[src/rtl/be8_control_sequencer_pkg.sv]
// Shared definitions for the BE8 control path: control-word constants, bit
// positions within the 18-bit word, phase encoding and opcode numbers.
package be8_ctrl_pkg;

    localparam int CW_W = 18;

    // Active-low bits parked high, active-high bits low.
    localparam logic [CW_W-1:0] CW_IDLE = 18'h07F7F;
    localparam logic [CW_W-1:0] CW_F0   = 18'h07E77;
    localparam logic [CW_W-1:0] CW_F1   = 18'h1777D;

    localparam int HLT_BIT = 17;
    localparam int CE_BIT  = 16;
    localparam int SU_BIT  = 15;
    localparam int AIN_BIT = 14;
    localparam int BIN_BIT = 13;
    localparam int OIN_BIT = 12;
    localparam int IIN_BIT = 11;
    localparam int JN_BIT  = 10;
    localparam int FIN_BIT = 9;
    localparam int MIN_BIT = 8;
    localparam int RI_BIT  = 7;
    localparam int AON_BIT = 6;
    localparam int BON_BIT = 5;
    localparam int ION_BIT = 4;
    localparam int CON_BIT = 3;
    localparam int EON_BIT = 2;
    localparam int RON_BIT = 1;
    localparam int NON_BIT = 0;

    typedef enum logic [1:0] {
        PH_FETCH0 = 2'd0,
        PH_FETCH1 = 2'd1,
        PH_EXEC   = 2'd2,
        PH_HALT   = 2'd3
    } phase_e;

    localparam logic [3:0] OP_NOP = 4'd0;
    localparam logic [3:0] OP_LDA = 4'd1;
    localparam logic [3:0] OP_ADD = 4'd2;
    localparam logic [3:0] OP_SUB = 4'd3;
    localparam logic [3:0] OP_STA = 4'd4;
    localparam logic [3:0] OP_LDI = 4'd5;
    localparam logic [3:0] OP_JMP = 4'd6;
    localparam logic [3:0] OP_JC  = 4'd7;
    localparam logic [3:0] OP_JZ  = 4'd8;
    localparam logic [3:0] OP_OUT = 4'd14;
    localparam logic [3:0] OP_HLT = 4'd15;

endpackage

[src/rtl/be8_control_sequencer_step_gate.sv]
// Advance gate: free-run when RUN is high, otherwise one advance per rising
// edge of the STEP_REQ level.
module be8_step_gate
    import be8_ctrl_pkg::*;
(
    input  logic i_clk,
    input  logic i_rst,
    input  logic i_ena,
    input  logic i_run,
    input  logic i_step_req,
    output logic o_adv
);

    logic r_step_req_q;
    logic w_step_rise;

    // Previous STEP_REQ level only moves on enabled cycles so a request held
    // across a frozen period is not seen as a new edge.
    always_ff @(posedge i_clk) begin
        if (i_rst) begin
            r_step_req_q <= 1'b0;
        end else if (i_ena) begin
            r_step_req_q <= i_step_req;
        end
    end

    assign w_step_rise = i_step_req & ~r_step_req_q;
    assign o_adv       = i_ena & (i_run | (~i_run & w_step_rise));

endmodule

[src/rtl/be8_control_sequencer.sv]
// BE8 control sequencer: fetch phases, exec microstep counter, opcode and
// flag latches, and selection of the control word driven to the datapath.
module be8_control_sequencer
    import be8_ctrl_pkg::*;
#(
    parameter bit EARLY_END  = 1'b1,
    parameter int EXEC_STEPS = 4
) (
    input  logic        clk,
    input  logic        rst,
    input  logic        ena,
    input  logic        RUN,
    input  logic        STEP_REQ,
    input  logic [7:0]  BUS_IN,
    input  logic        ALU_C,
    input  logic        ALU_Z,
    input  logic [17:0] UC_WORD,
    output logic [3:0]  OPCODE,
    output logic [1:0]  FLAGS,
    output logic [1:0]  STEP,
    output logic [17:0] CTRL,
    output logic        HALTED,
    output logic        INSTR_DONE,
    output logic [1:0]  PHASE
);

    localparam logic [1:0] LAST_STEP = 2'(EXEC_STEPS - 1);

    phase_e      r_state;
    phase_e      w_next_state;
    logic [1:0]  r_step;
    logic [1:0]  w_next_step;
    logic [3:0]  r_opcode;
    logic [1:0]  r_flags;
    logic        r_instr_done;
    logic [17:0] w_ctrl;
    logic        w_ends_instr;
    logic        w_adv;
    logic        w_bus_low_unused;

    be8_step_gate u_step_gate (
        .i_clk      (clk),
        .i_rst      (rst),
        .i_ena      (ena),
        .i_run      (RUN),
        .i_step_req (STEP_REQ),
        .o_adv      (w_adv)
    );

    // HLT wins over early termination, which wins over the step limit.
    always_comb begin
        w_ctrl       = CW_IDLE;
        w_next_state = r_state;
        w_next_step  = 2'd0;
        w_ends_instr = 1'b0;
        case (r_state)
            PH_FETCH0: begin
                w_ctrl       = CW_F0;
                w_next_state = PH_FETCH1;
            end
            PH_FETCH1: begin
                w_ctrl       = CW_F1;
                w_next_state = PH_EXEC;
            end
            PH_EXEC: begin
                w_ctrl = UC_WORD;
                if (UC_WORD[HLT_BIT]) begin
                    w_next_state = PH_HALT;
                end else if (EARLY_END && (UC_WORD == CW_IDLE)) begin
                    w_next_state = PH_FETCH0;
                    w_ends_instr = 1'b1;
                end else if (r_step == LAST_STEP) begin
                    w_next_state = PH_FETCH0;
                    w_ends_instr = 1'b1;
                end else begin
                    w_next_step  = r_step + 2'd1;
                end
            end
            default: begin
                w_ctrl       = CW_IDLE;
                w_next_state = PH_HALT;
            end
        endcase
    end

    always_ff @(posedge clk) begin
        if (rst) begin
            r_state      <= PH_FETCH0;
            r_step       <= 2'd0;
            r_opcode     <= 4'd0;
            r_flags      <= 2'd0;
            r_instr_done <= 1'b0;
        end else begin
            if (ena) begin
                r_instr_done <= w_adv & w_ends_instr;
            end
            if (w_adv) begin
                r_state <= w_next_state;
                r_step  <= w_next_step;
                if (!w_ctrl[IIN_BIT]) begin
                    r_opcode <= BUS_IN[7:4];
                end
                if (!w_ctrl[FIN_BIT]) begin
                    r_flags <= {ALU_C, ALU_Z};
                end
            end
        end
    end

    assign w_bus_low_unused = ^BUS_IN[3:0];

    assign CTRL       = w_ctrl;
    assign OPCODE     = r_opcode;
    assign FLAGS      = r_flags;
    assign STEP       = (r_state == PH_EXEC) ? r_step : 2'd0;
    assign HALTED     = (r_state == PH_HALT);
    assign INSTR_DONE = r_instr_done;
    assign PHASE      = r_state;

endmodule

[config.mk]
export PLATFORM = sky130hd
export DESIGN_NAME = be8_control_sequencer
export DESIGN_NICKNAME = d
export VERILOG_FILES = /design/src/rtl/be8_control_sequencer_pkg.sv /design/src/rtl/be8_control_sequencer_step_gate.sv /design/src/rtl/be8_control_sequencer.sv
export SDC_FILE = /design/constraint.sdc
export NUM_CORES = 1
export LEC_CHECK = 0
export ABC_AREA = 0
export CAP_MARGIN = 20
export CORE_MARGIN = 1
export CORE_UTILIZATION = 40
export CTS_BUF_LIST = sky130_fd_sc_hd__clkbuf_16
export DETAILED_ROUTE_END_ITERATION = 12
export DONT_BUFFER_PORTS = 1
export GPL_ROUTABILITY_DRIVEN = 0
export PLACE_DENSITY = 0.61
export SLEW_MARGIN = 20
export SYNTH_ARGS = -nofsm -noshare
export SYNTH_HDL_FRONTEND = slang
export SYNTH_SLANG_ARGS = --single-unit
[constraint.sdc]
create_clock -name clk -period 2 [get_ports clk]
set_input_delay 0.1 -clock clk [delete_from_list [all_inputs] [get_ports clk]]
set_output_delay 0.1 -clock clk [all_outputs]
set_load 0.01 [all_outputs]
==> flow_summary.ini <==
[outcome]
status = completed

[worst_setup_path]
crit_fanout = 9
r2r_slack_ps = 450
worstPathRequired_ps = 2110
path_delay_family = flip-flops
slowest_stage = dfxtp_1
worstRegToRegCells = 4
end_kind = flop
startpoint_type = flop
cp_slowest_stage_delay_ps = 490
crit_chain = nor3b_1 > o221ai_1 > mux2i_1 > nor2_1
crit_start = PHASE[1]$_SDFFE_PP0P_
cp-endpoint = OPCODE[3]$_SDFFE_PP0P_
path_depth = 4
rr_startpoint = PHASE[1]$_SDFFE_PP0P_
path_buf_inv = 0
reg2reg_to = OPCODE[3]$_SDFFE_PP0P_
setup.worst_path.class = reg2reg
critPathArrivalTime_ps = 1660

[route]
antenna_left = 0
drc = 0
wl_mm = 1.71
drt-initial-drc-count = 11
dr.pass1.iters = 4
wl_per_cell_um = 14.4
via_per_inst = 5.60
dr_total_vias = 666

[cts]
cts_buffer_depth = 2
post_cts_buffers = 0
insertion_delay_ps = 240
cts.reportedPaths.clkPinSlew_ps = 40
clockRootBuffer = clkbuf_16
numClockSinks = 12
cts.htree.levels = 1
cts_tree = yes
cts-buffers-inserted = 3

[floorplan]
start_util_pct = 42.8
die_y_um = 45.0
core_um2 = 1730
die_w_um = 45.0
pin_count = 63
rows = 15
die_area_um2 = 2020

[power]
ir_drop_uv = 452
power.density_nw_per_um2 = 813
p_leak_nw = 0.364
power.total_mw = 0.699

[global_route]
overflow = 0
grt_pass1_wl_mm = 2.54
grt_usage_pct = 17.5
grt_pass1_vias = 633
antenna_found_initial = 0
grt_start_max_net_pins = 19

[yosys]
ys_warn_count = 0
ys_seq_area_share_pct = 32.5
avgSynthCellArea_um2 = 8.20
synth_cell_types = 32
mappedNetlistNets = 124
synth_flop_cell = dfxtp_1
synth-edff-count = 0
synth_area_um2 = 738
syn_inst = 90
ys_seq_elements = 12
async_flop_share_pct = 0

[final_layout]
fillers = 166
syn2layout_area_growth_pct = 16.4
regArea_um2 = 240
n_antenna_cell = 0
final_common_cell = dfxtp_1
num-nets-final = 129
drive_gt1_share_pct = 8.51
multi_input_area_um2 = 469
most-common-layout-cells = 12 x dfxtp_1, 10 x nor2_1, 9 x nand2b_1, 8 x nand2_1
fin_area_um2 = 860

[sta]
finalClockSkew_ps = 2.34
fin_crit_sh_pct = 77.4
max_clock_freq_mhz = 646
tns_ps = 0
max_slew_margin_pct = 62.0
worst_pin_slew_ps = 570
period_minus_slack_ps = 1550
setup_viol = 0
grt_setup_unrepaired = false
report.final.hold_viol_count = 0
final_max_slew_viol_count = 0
whs_ps = 12.9

[placed_design]
port_buffers = 0
dpl_cell_area_um2 = 771
hpwl_mm = 1.36

[flow_run]
drv_cap = 0

[worst_hold_path]
hold_path.class = in2reg
[worst min-delay path by stage]
stage,startpoint,end,slack [ps],cells after the start
after floorplan,rst,PHASE[1]$_SDFFE_PP0P_,170,1
after global placement,rst,r_step[0]$_SDFFE_PP0P_,170,1
after detailed placement,rst,r_step[1]$_SDFFE_PP0P_,170,1
after CTS,BUS_IN[4],OPCODE[0]$_SDFFE_PP0P_,9,2
after global routing,BUS_IN[4],OPCODE[0]$_SDFFE_PP0P_,20,2
final,STEP_REQ,u_step_gate.r_step_req_q$_SDFFE_PP0P_,10,2
[layout make-up]
class	instances	area share (%)
sequential	12	27.9
clock inverter	1	0.437
tap	25	3.64
clock buffer	3	8.73
timing repair buffer	3	2.91
multi-input combinational	71	54.6
inverter	4	1.75
[worst register-to-register path, cell delays in order (launching register included)]
cell and delay [ps]:
dfxtp_1 490, nor3b_1 320, o221ai_1 320, mux2i_1 230, nor2_1 60
[repair_timing]
action	in CTS	in global routing
resized for setup	0	0
hold buffers	1	0
endpoints found under the hold margin	12	0
[synthesized netlist by cell type, types with 2 or more instances]
cell	number	area [µm²]
nand2b_1	9	56.3
nor2_1	10	37.5
o211ai_1	2	15.0
nand2_1	8	30.0
nand4b_1	2	17.5
and2b_1	2	15.0
dfxtp_1	12	240
nor2b_1	2	12.5
and2_1	5	31.3
a21oi_1	7	35.0
inv_1	4	15.0
mux2i_1	7	70.1
[stage by stage]
stage	worst slack [ps]	util, %	cells
5_1_grt	290	49.8	119
6_report	452	49.8	119
4_1_cts	400	49.8	119
3_3_place_gp	451	44.6	114
2_1_floorplan	453	-	90
3_5_place_dp	420	44.6	114
[power breakdown]
part	total (mW)	switching (mW)	internal, mW
logic	0.0758	0.0444	0.0314
clock network	0.363	0.100	0.263
registers	0.260	0.0116	0.248
total	0.699	0.156	0.542
[registers in the layout (all words and copies together), names as in the netlist]
| register | count |
|---|---|
| r_step | 2 |
| INSTR_DONE | 1 |
| OPCODE | 4 |
| PHASE | 2 |
| FLAGS | 2 |
| u_step_gate.r_step_req_q | 1 |
[logic make-up after synthesis]
| kind of cell | Yosys count | synth area share, % |
|---|---|---|
| simple gates | 45 | 35.8 |
| compound gates | 18 | 16.6 |
| flops | 12 | 32.5 |
| buf+inv | 7 | 3.90 |
| mux | 7 | 9.49 |
| fa+ha+maj | 1 | 1.69 |
[per-layer routing]
metal / track usage [%] / share of wire, % / vias to the layer above
met5: 0 / 0 / -
met4: 9.09 / 1.3 / 0
li1: - / - / 323
met3: 4.00 / 8.4 / 4
met2: 31.9 / 47 / 42
met1: 18.6 / 43 / 297
(Power assumes the default switching activity.)
